<file path="src/rtl/regfile_wb_ctrl_pkg.sv">
// ---------------------------------------------------------------------------
// regfile_wb_ctrl_pkg : opcodes, instruction field helpers and types  (rev 1.0)
// ---------------------------------------------------------------------------
`default_nettype none

package regfile_wb_ctrl_pkg;

  localparam logic [4:0] OP_ALU  = 5'd0;
  localparam logic [4:0] OP_BNE  = 5'd2;
  localparam logic [4:0] OP_JAL  = 5'd3;
  localparam logic [4:0] OP_JR   = 5'd4;
  localparam logic [4:0] OP_ADDI = 5'd5;
  localparam logic [4:0] OP_BLT  = 5'd6;
  localparam logic [4:0] OP_SW   = 5'd7;
  localparam logic [4:0] OP_LW   = 5'd8;

  localparam int OP_MSB = 31;
  localparam int OP_LSB = 27;
  localparam int RD_MSB = 26;
  localparam int RD_LSB = 22;
  localparam int RS_MSB = 21;
  localparam int RS_LSB = 17;
  localparam int RT_MSB = 16;
  localparam int RT_LSB = 12;

  typedef enum logic [1:0] {
    SRC_NONE   = 2'd0,
    SRC_MW     = 2'd1,
    SRC_DRAIN  = 2'd2,
    SRC_DIRECT = 2'd3
  } wb_src_e;

  function automatic logic [4:0] ir_op(input logic [31:0] ir);
    return ir[OP_MSB:OP_LSB];
  endfunction

  function automatic logic [4:0] ir_rd(input logic [31:0] ir);
    return ir[RD_MSB:RD_LSB];
  endfunction

  function automatic logic [4:0] ir_rs(input logic [31:0] ir);
    return ir[RS_MSB:RS_LSB];
  endfunction

  function automatic logic [4:0] ir_rt(input logic [31:0] ir);
    return ir[RT_MSB:RT_LSB];
  endfunction

  function automatic logic is_mw_write(input logic [4:0] op);
    return (op == OP_ALU) || (op == OP_ADDI) || (op == OP_LW) || (op == OP_JAL);
  endfunction

  function automatic logic reads_rs(input logic [4:0] op);
    return (op == OP_ALU) || (op == OP_ADDI) || (op == OP_LW) ||
           (op == OP_SW)  || (op == OP_BNE)  || (op == OP_BLT);
  endfunction

  function automatic logic reads_rt(input logic [4:0] op);
    return (op == OP_ALU);
  endfunction

  function automatic logic reads_rd(input logic [4:0] op);
    return (op == OP_SW) || (op == OP_BNE) || (op == OP_BLT) || (op == OP_JR);
  endfunction

  function automatic logic writes_rd(input logic [4:0] op);
    return (op == OP_ALU) || (op == OP_ADDI) || (op == OP_LW);
  endfunction

endpackage

`default_nettype wire

</file>
<file path="src/rtl/wb_pend_fifo.sv">
// ---------------------------------------------------------------------------
// wb_pend_fifo : small FIFO for deferred mult/div results, push+pop allowed when full  (rev 1.0)
// ---------------------------------------------------------------------------
`default_nettype none

module wb_pend_fifo #(
  parameter int DEPTH = 2,
  parameter int WIDTH = 37
) (
  input  logic             clock,
  input  logic             reset,
  input  logic             push,
  input  logic [WIDTH-1:0] wdata,
  input  logic             pop,
  output logic [WIDTH-1:0] rdata,
  output logic             full,
  output logic             empty
);

  localparam int PTR_W = (DEPTH > 1) ? $clog2(DEPTH) : 1;
  localparam int CNT_W = $clog2(DEPTH + 1);

  logic [WIDTH-1:0] mem_q [DEPTH];
  logic [WIDTH-1:0] mem_d [DEPTH];
  logic [PTR_W-1:0] wr_ptr_q, wr_ptr_d;
  logic [PTR_W-1:0] rd_ptr_q, rd_ptr_d;
  logic [CNT_W-1:0] cnt_q, cnt_d;
  logic             do_push;
  logic             do_pop;

  function automatic logic [PTR_W-1:0] ptr_next(input logic [PTR_W-1:0] p);
    return (p == PTR_W'(DEPTH - 1)) ? '0 : p + PTR_W'(1);
  endfunction

  assign full  = (cnt_q == CNT_W'(DEPTH));
  assign empty = (cnt_q == '0);
  assign rdata = mem_q[rd_ptr_q];

  always_comb begin
    mem_d    = mem_q;
    wr_ptr_d = wr_ptr_q;
    rd_ptr_d = rd_ptr_q;
    cnt_d    = cnt_q;
    // A pop in the same cycle frees the slot that a push into a full FIFO needs.
    do_pop   = pop && !empty;
    do_push  = push && (!full || do_pop);
    if (do_push) begin
      mem_d[wr_ptr_q] = wdata;
      wr_ptr_d        = ptr_next(wr_ptr_q);
    end
    if (do_pop) begin
      rd_ptr_d = ptr_next(rd_ptr_q);
    end
    case ({do_push, do_pop})
      2'b10:   cnt_d = cnt_q + CNT_W'(1);
      2'b01:   cnt_d = cnt_q - CNT_W'(1);
      default: cnt_d = cnt_q;
    endcase
  end

  always_ff @(posedge clock) begin
    if (reset) begin
      wr_ptr_q <= '0;
      rd_ptr_q <= '0;
      cnt_q    <= '0;
    end else begin
      wr_ptr_q <= wr_ptr_d;
      rd_ptr_q <= rd_ptr_d;
      cnt_q    <= cnt_d;
    end
  end

  always_ff @(posedge clock) begin
    mem_q <= mem_d;
  end

endmodule

`default_nettype wire

</file>
<file path="src/rtl/regfile_wb_ctrl.sv">
// ---------------------------------------------------------------------------
// regfile_wb_ctrl : read decode, MW vs mult/div writeback arbitration, busy scoreboard  (rev 1.0)
// Optional: MD_SB_BYPASS_EN masks a busy bit cleared this cycle out of fd_stall.
// ---------------------------------------------------------------------------
`default_nettype none

module regfile_wb_ctrl
  import regfile_wb_ctrl_pkg::*;
#(
  parameter int DATA_W     = 32,
  parameter int REG_AW     = 5,
  parameter int PEND_DEPTH = 2,
  parameter int LINK_REG   = 31
) (
  input  logic              clock,
  input  logic              reset,
  input  logic [31:0]       fd_ir,
  input  logic [31:0]       mw_ir,
  input  logic [DATA_W-1:0] mw_data,
  input  logic              md_issue,
  input  logic [REG_AW-1:0] md_issue_rd,
  input  logic              md_valid,
  input  logic [REG_AW-1:0] md_rd,
  input  logic [DATA_W-1:0] md_data,
  output logic              md_ready,
  output logic [REG_AW-1:0] read_a,
  output logic [REG_AW-1:0] read_b,
  output logic              wb_en,
  output logic [REG_AW-1:0] wb_addr,
  output logic [DATA_W-1:0] wb_data,
  output logic              fd_stall
);

  localparam int                NREG      = 2 ** REG_AW;
  localparam int                ENTRY_W   = REG_AW + DATA_W;
  localparam logic [REG_AW-1:0] LINK_ADDR = REG_AW'(LINK_REG);
  localparam logic [NREG-1:0]   ONE_HOT0  = NREG'(1);

  logic [4:0]        fd_op;
  logic [4:0]        mw_op;
  logic [REG_AW-1:0] fd_rd, fd_rs, fd_rt;
  logic [REG_AW-1:0] mw_addr;
  logic              mw_we;

  logic              fifo_push, fifo_pop, fifo_full, fifo_empty;
  logic [ENTRY_W-1:0] fifo_wdata, fifo_rdata;

  wb_src_e           wb_src;
  logic              drain, direct, accept, md_wr;
  logic [REG_AW-1:0] sel_addr;
  logic [DATA_W-1:0] sel_data;

  logic [NREG-1:0]   busy_q, busy_d;
  logic [NREG-1:0]   set_vec, clr_vec, busy_view;

  assign fd_op = ir_op(fd_ir);
  assign fd_rd = REG_AW'(ir_rd(fd_ir));
  assign fd_rs = REG_AW'(ir_rs(fd_ir));
  assign fd_rt = REG_AW'(ir_rt(fd_ir));

  assign mw_op   = ir_op(mw_ir);
  assign mw_we   = is_mw_write(mw_op);
  assign mw_addr = (mw_op == OP_JAL) ? LINK_ADDR : REG_AW'(ir_rd(mw_ir));

  always_comb begin
    read_a = fd_rs;
    read_b = fd_rt;
    case (fd_op)
      OP_BNE, OP_BLT, OP_JR: begin
        read_a = fd_rd;
        read_b = fd_rs;
      end
      OP_SW, OP_LW: begin
        read_a = fd_rs;
        read_b = fd_rd;
      end
      default: ;
    endcase
  end

  // MW owns the port whenever it writes; the queue then has priority over a fresh result.
  always_comb begin
    drain      = !mw_we && !fifo_empty;
    direct     = !mw_we && fifo_empty && md_valid;
    md_ready   = !reset && (!fifo_full || drain);
    accept     = md_valid && md_ready;
    fifo_push  = accept && !direct;
    fifo_pop   = drain;
    fifo_wdata = {md_rd, md_data};

    wb_src = SRC_NONE;
    if (mw_we)       wb_src = SRC_MW;
    else if (drain)  wb_src = SRC_DRAIN;
    else if (direct) wb_src = SRC_DIRECT;

    sel_addr = '0;
    sel_data = '0;
    md_wr    = 1'b0;
    case (wb_src)
      SRC_MW: begin
        sel_addr = mw_addr;
        sel_data = mw_data;
      end
      SRC_DRAIN: begin
        sel_addr = fifo_rdata[ENTRY_W-1:DATA_W];
        sel_data = fifo_rdata[DATA_W-1:0];
        md_wr    = 1'b1;
      end
      SRC_DIRECT: begin
        sel_addr = md_rd;
        sel_data = md_data;
        md_wr    = 1'b1;
      end
      default: ;
    endcase

    wb_en   = !reset && (wb_src != SRC_NONE) && (sel_addr != '0);
    wb_addr = sel_addr;
    wb_data = sel_data;
  end

  wb_pend_fifo #(
    .DEPTH (PEND_DEPTH),
    .WIDTH (ENTRY_W)
  ) u_pend (
    .clock (clock),
    .reset (reset),
    .push  (fifo_push),
    .wdata (fifo_wdata),
    .pop   (fifo_pop),
    .rdata (fifo_rdata),
    .full  (fifo_full),
    .empty (fifo_empty)
  );

  // A register issued and retired in the same cycle stays busy: the new op is still in flight.
  always_comb begin
    set_vec = (md_issue && (md_issue_rd != '0)) ? (ONE_HOT0 << md_issue_rd) : '0;
    clr_vec = md_wr ? (ONE_HOT0 << sel_addr) : '0;
    busy_d  = (busy_q & ~clr_vec) | set_vec;
`ifdef MD_SB_BYPASS_EN
    busy_view = busy_q & ~(clr_vec & ~set_vec);
`else
    busy_view = busy_q;
`endif
  end

  always_ff @(posedge clock) begin
    if (reset) busy_q <= '0;
    else       busy_q <= busy_d;
  end

  always_comb begin
    fd_stall = 1'b0;
    if (reads_rs(fd_op)  && busy_view[fd_rs]) fd_stall = 1'b1;
    if (reads_rt(fd_op)  && busy_view[fd_rt]) fd_stall = 1'b1;
    if (reads_rd(fd_op)  && busy_view[fd_rd]) fd_stall = 1'b1;
    if (writes_rd(fd_op) && busy_view[fd_rd]) fd_stall = 1'b1;
    if ((fd_op == OP_JAL) && busy_view[LINK_ADDR]) fd_stall = 1'b1;
  end

endmodule

`default_nettype wire

</file>
<file path="config.mk">
export PLATFORM = sky130hd
export DESIGN_NAME = regfile_wb_ctrl
export DESIGN_NICKNAME = d
export VERILOG_FILES = /design/src/rtl/regfile_wb_ctrl_pkg.sv /design/src/rtl/wb_pend_fifo.sv /design/src/rtl/regfile_wb_ctrl.sv
export SDC_FILE = /design/constraint.sdc
export NUM_CORES = 1
export LEC_CHECK = 0
export BUFFER_PORTS_ARGS = -buffer_cell sky130_fd_sc_hd__buf_4
export CAP_MARGIN = 0
export CORE_ASPECT_RATIO = 1.75
export CORE_MARGIN = 1
export CORE_UTILIZATION = 52
export CTS_BUF_LIST = sky130_fd_sc_hd__clkbuf_16
export CTS_CLUSTER_DIAMETER = 40
export DETAILED_ROUTE_END_ITERATION = 6
export HOLD_SLACK_MARGIN = 0.15
export PLACE_DENSITY = 0.82
export REMOVE_ABC_BUFFERS = 1
export SLEW_MARGIN = 10
export SYNTH_ARGS = -nofsm -noshare
export SYNTH_HDL_FRONTEND = slang
export SYNTH_SLANG_ARGS = --single-unit
</file>
<file path="constraint.sdc">
create_clock -name clock -period 4.7 [get_ports clock]
set_input_delay 0.235 -clock clock [delete_from_list [all_inputs] [get_ports clock]]
set_output_delay 0.235 -clock clock [all_outputs]
set_load 0.05 [all_outputs]
</file>
# [Word level (Yosys, flattened, before mapping)]
# Cells that the tools add are included.
[totals] register_bits=110 inputBits=142 out_inout_bits=50 wordCells=115
[op_classes] addsub=4 magnitude_cmp=6 n_eq_ne=16 shift=2 n_mux=31 bitwise_logic=5 reduce_logical=45
[op_table] op="two-way mux 37 bit" n=4
[op_table] op="case mux 32 bit (3 select lines)" n=1
[op_table] op="bitwise mux 74 bit" n=1
[op_table] op="two-way mux 32 bit" n=2
[op_table] op="left shift 1 x 5 -> 32 bit, first input constant" n=2
[op_table] op="demux 37 bit (select 1 bit)" n=1
[op_table] op="AND 32 bit" n=1
[op_table] op="inverter 32 bit" n=1
[op_table] op="OR 32 bit" n=1
[op_table] op="== test 5 x 3 -> 1 bit, second input constant" n=5
[op_table] op="less-than comparator 5 x 6 -> 1 bit, second input constant" n=3
[op_table] op="logical AND 1 bit" n=17
[op_table] op="binary-select mux 1 bit (select 5 bit)" n=3
[op_table] op="== test 5 x 2 -> 1 bit, second input constant" n=3
[op_table] op="case mux 5 bit (3 select lines)" n=1
[op_table] op="logical OR 1 bit" n=13
[op_table] op="two-way mux 1 bit" n=11
[op_table] op="== test 5 x 4 -> 1 bit, second input constant" n=2
[op_table] op="zero test 5 bit" n=2
[op_table] op="two-way mux 5 bit" n=2
[op_table] op="case mux 5 bit (2 select lines)" n=1
[op_table] op="nonzero test 5 bit" n=2
[op_table] op="== test 2 bit, second input constant" n=4
[op_table] op="two-way mux 2 bit" n=3
[op_table] op="other kinds (13)" n=23

# [Logic depth before layout (Yosys ltp)]
[logic_depth] depth_word=17 ltp_mapped=8 depth_no_buf=7

# [Cells and area by module]
# From an unflattened synthesis, not the netlist that was laid out.
[hier_totals] cells_unflattened=577 hier_area_um2=6466.2
[modules_own_cells] module="regfile_wb_ctrl" n_inst=1 cells_each=434 area_each_um2=3569.7 seq_area_each_um2=640.6
[modules_own_cells] module="wb_pend_fifo" n_inst=1 cells_each=143 area_each_um2=2896.5 seq_area_each_um2=2302.2

# [Worst setup path before layout]
# No wires, ideal clock.
[synth_timing] path_type="in2reg" from="input mw_ir[27]" to="register u_pend.mem_q[0] (netlist bit), enable pin" setup_time_ns=0.431 t_arrival_ns=3.010 required_time_ns=4.269 slack_ns=1.259 stages=5 path_buffers=1 cell_sequence="clkbuf_1 or4_1 o311ai_0 o2111ai_1 nor2_1"
[synth_via] elab_chain_cells=11 word_cells_on_any_way=19 classes_between="eq/ne (3); reduce/logical (16)"
[synth_rtl] element="from (decl)" line="regfile_wb_ctrl.sv:18" text="input logic [31:0] mw_ir,"
[synth_rtl] element="== test 5 x 3 -> 1 bit / zero test 5 bit (equally long branches)" line="regfile_wb_ctrl_pkg.sv:50" text="return (op == OP_ALU) || (op == OP_ADDI) || (op == OP_LW) || (op == OP_JAL);"
[synth_rtl] element="logical OR 1 bit (2 in series)" line="regfile_wb_ctrl_pkg.sv:50"
[synth_rtl] element="logical OR 1 bit (*)" line="regfile_wb_ctrl_pkg.sv:50"
[synth_rtl] element="zero test 1 bit (*)" line="regfile_wb_ctrl.sv:83, regfile_wb_ctrl.sv:84"
[synth_rtl] element="logical AND 1 bit" line="regfile_wb_ctrl.sv:83" text="drain = !mw_we && !fifo_empty;"
[synth_rtl] element="logical OR 1 bit" line="regfile_wb_ctrl.sv:85" text="md_ready = !reset && (!fifo_full || drain);"
[synth_rtl] element="logical AND 1 bit" line="regfile_wb_ctrl.sv:85"
[synth_rtl] element="logical AND 1 bit" line="regfile_wb_ctrl.sv:86" text="accept = md_valid && md_ready;"
[synth_rtl] element="logical AND 1 bit" line="regfile_wb_ctrl.sv:87" text="fifo_push = accept && !direct;"
[synth_rtl] element="logical AND 1 bit (*)" line="wb_pend_fifo.sv:46" text="do_push = push && (!full || do_pop);"
[synth_rtl] element="to (signal assigned)" line="wb_pend_fifo.sv:74" text="mem_q <= mem_d;"
[synth_rtl] element="to (decl)" line="wb_pend_fifo.sv:23" text="logic [WIDTH-1:0] mem_q [DEPTH];"
# Mark *: on every way between the ends. The rest lies on a longest branch, timed or not.
# A chain may end at the register's enable or synchronous reset.

# [Worst setup path after layout]
[layout_timing] from="input reset" to="register u_pend.mem_q[41] (netlist bit), enable pin"
[layout_via] elab_chain_cells=5
[layout_rtl] element="from (decl)" line="regfile_wb_ctrl.sv:16" text="input logic reset,"
[layout_rtl] element="zero test 1 bit" line="regfile_wb_ctrl.sv:85"
[layout_rtl] element="logical AND 1 bit" line="regfile_wb_ctrl.sv:85"
[layout_rtl] element="logical AND 1 bit" line="regfile_wb_ctrl.sv:86"
[layout_rtl] element="logical AND 1 bit" line="regfile_wb_ctrl.sv:87"
[layout_rtl] element="logical AND 1 bit" line="wb_pend_fifo.sv:46"
# No other way between the ends.

==> summary.md <==
| Metric | Value |
|---|---|
| Skew final | 10.4 ps |
| CP peak stage delay | ~940 ps |
| Area Overhead vs Synth | 29.8% |
| Hold path depth | 4 |
| Fin area | approximately 8200 µm² |
| R2R Setup Slk | 2130 ps |
| Final Cycle Share | around 66% |
| Worst setup path start | reset |
| Post-synthesis sequential area ratio | ~46% |
| Netlist cell types | 50 |
| Final TNS setup | 0 ps |
| Post-route minimum period | just over 3000 ps |
| WP buf/inv | 3 |
| Number of port buffers | approximately 160 |
| Worst-path cell with the longest stage delay | nor2_4 |
| DRC viols | 0 |
| Worst R2R Start | u_pend.rd_ptr_q$_SDFFE_PP0P_ |
| Final setup violation count | 0 |
| Clk buf depth | 2 |
| Vias | 5,822 |
| ANT nets after route | 0 |
| Status | complete, no violations |
| Core area | ~12,000 µm² |
| Hold Crit Start | md_issue_rd[4] |
| Leak Pwr | 3.08 nW |
| Slew Limit Headroom | between 30% and 40% |
| Yosys warnings | 0 |
| Syn Inst Count | between 600 and 700 |
| Slew Limit Fails | 0 |
| Total GRT Usage | 26.9% |
| Post-CTS Setup Repair Bufs | 0 |
| Arr. time, crit path | about 3000 ps |
| EDFF count, synth | 74 |
| FILL cells | between 800 and 900 |
| Cell with the most instances after synthesis | nor2_1 |
| Dominant cells by area after synthesis | edfxtp_1 (35%), dfxtp_1 (11%), mux4_2 (8.2%) |
| First-pass GRT wire length | between 20 and 30 mm |
| I/O Pins | ~190 |
| CP Launch Type | input port |
| Max-cap violations | 0 |
| CTS resizes | 0 |
| Hold Path End | busy_q[4]$_SDFF_PP0_ |
| Post-Syn Area per Cell | 9.93 µm² |
| Seq cells post-synth | 110 |
| Fraction of layout cells with a size suffix above 1 | between 20% and 30% |
| Power Density | around 430 nW/µm² |
| H-tree levels | 3 |
| Die Y | 148 µm |
| HPWL Detailed | 12.3 mm |
| Max Clock Freq | between 300 and 400 MHz |
| Vias per cell | roughly 6.1 |
| Vias in the first global route | between 5,000 and 6,000 |
| Placer Congestion | about 0.9 |
| Worst Tran Pin Value | 1040 ps |
| Die X-Extent | between 80 and 90 µm |
| Final core occ | 69.0% |
| Worst-path cell chain | dlygate4sd3_1 -> buf_4 -> inv_1 -> o2111ai_1 -> nor2_4 |
| Post-synth top cells | nor2_1 (112), edfxtp_1 (74), a21oi_1 (66), mux2i_1 (46), nor3_1 (37) |
| Synth top area share | a little over a third |
| Crit path kind | in -> reg |
| Post-synth top area cell | edfxtp_1 |
| Overall Power | 0.00358 W |
| WP data required | about 4700 ps |
| RSZ-0062 raised after global routing | no |
| Clock Pin Slew Worst Setup and Hold Paths | roughly 70 ps |
| Synth Cell Area | 6350 µm² |
| Clock Root Buffer | clkbuf_16 |
| Final hold violations | 0 |
| Most used flip-flop cell after synthesis | edfxtp_1 |
| # rows | 53 |
| Placed standard-cell area | 7570 µm² |
| Wire length per cell | ~18 µm |
| Max VDD drop | roughly 240 µV |
| DIE AREA | 12,700 µm² |
| Final antenna diode count | 0 |
| Fraction of registers with async set/reset | 0% |
| R2R cell count | 6 |
| Clock buffer count from CTS | 9 |
| Grt total ovfl | 0 |
| DRT Pass-1 Iters | 5 |
| Hold Crit Class | in -> reg |
| Clock Latency Late Sink | approximately 340 ps |
| CP Capture Type | flip-flop |
| Final WL | around 17 mm |
| Initial antenna violation count | 0 |
| Drt initial violations | approximately 320 |
| CTS Sinks | 110 |
| Largest net degree at the start of global routing | 65 |
| Final nets | about 950 |
| Crit-path leading delay family | buffers and inverters |
| Initial cell density of the core | about 53% |
| CTS tree | done |
| Worst-path maximum fanout | 37 |
| Crit Reg-Reg Endpoint | busy_q[21]$_SDFF_PP0_ |
==> power by group <==
| part | total, W | internal (W) | switching (W) |
|---|---|---|---|
| Sequential | 0.00114 | 0.00110 | 0.0000393 |
| Clock | 0.000723 | 0.000372 | 0.000351 |
| Combinational | 0.00172 | 0.000567 | 0.00115 |
==> worst min-delay path: cells and delay by family <==
family / cells / cell delay [ps]
simple gates: 1 / 70
compound gates: 2 / 200
buf+inv: 1 / 130
==> layout make-up <==
type	instances	area [µm²]	share of cell area, %
Timing Repair Buffer	198	1580	19.2
Sequential cell	110	2940	35.7
Inverter	7	26.3	0.319
Multi-Input combinational cell	479	3230	39.2
Clock inverter	7	61.3	0.744
Clock buffer	9	225	2.73
Tap cell	137	171	2.08
==> kinds of logic after synthesis <==
group / synth area share [%]
buffers and inverters: 3.17
AND/OR/NAND/NOR: 17.3
flip-flops: 46.4
AO/OA/AOI/OAI: 15.3
XOR/XNOR: 0.690
multiplexers: 17.0
adder cells (fa/ha/maj): 0.197
==> cells in the final DEF (no fill, tap or decap), types with 5 or more instances in the layout <==
cell type	count
a22oi_1	10
a31oi_1	34
mux2_2	9
a21oi_1	66
nand3_1	8
inv_1	5
nor2b_1	9
nor2_1	109
nand4_1	5
dlygate4sd3_1	38
mux2i_1	46
nand2b_1	9
buf_4	160
edfxtp_1	74
dfxtp_1	35
o21ai_0	36
nand2_1	20
nor3_1	37
mux4_2	23
clkbuf_16	9
nor4b_1	6
==> metal layers <==
layer  vias up  track usage [%]  part of all wire, %
li1       2755                -                    -
met1      2727             29.3                   35
met2       276             48.6                   52
met3        64             2.83                  5.8
met4         0             18.0                  6.4
met5         -                0                    0
==> sequential cells by signal, indices dropped and copies added, names as in the netlist <==
signal and flops:
u_pend.mem_q 74, busy_q 32, u_pend.cnt_q 2, u_pend.rd_ptr_q 1, u_pend.wr_ptr_q 1
==> stage by stage <==
step                      setup slack, ps  hold slack (ps)  instances
after floorplan                       131              304        596
after global placement               1770              426        893
after detailed placement             1720              432        893
after CTS                            1620              322        947
after global routing                 1370              376        947
final                                1600              349        947
==> worst max-delay path by stage <==
stage,slack [ps],endpoint,cells past startpoint
CTS,1620,u_pend.mem_q[28]$_DFFE_PP_,5
detailed placement,1720,u_pend.mem_q[0]$_DFFE_PP_,5
global route,1370,u_pend.mem_q[20]$_DFFE_PP_,5
global placement,1770,u_pend.mem_q[0]$_DFFE_PP_,5
finish,1600,u_pend.mem_q[41]$_DFFE_PP_,5
floorplan,130,wb_en,5
==> what timing repair did <==
action,CTS,global route
endpoints found under the hold margin,78,0
hold buffers,38,0
endpoints found under the setup margin,0,0
No activity file was read; power rests on OpenSTA's default activity.
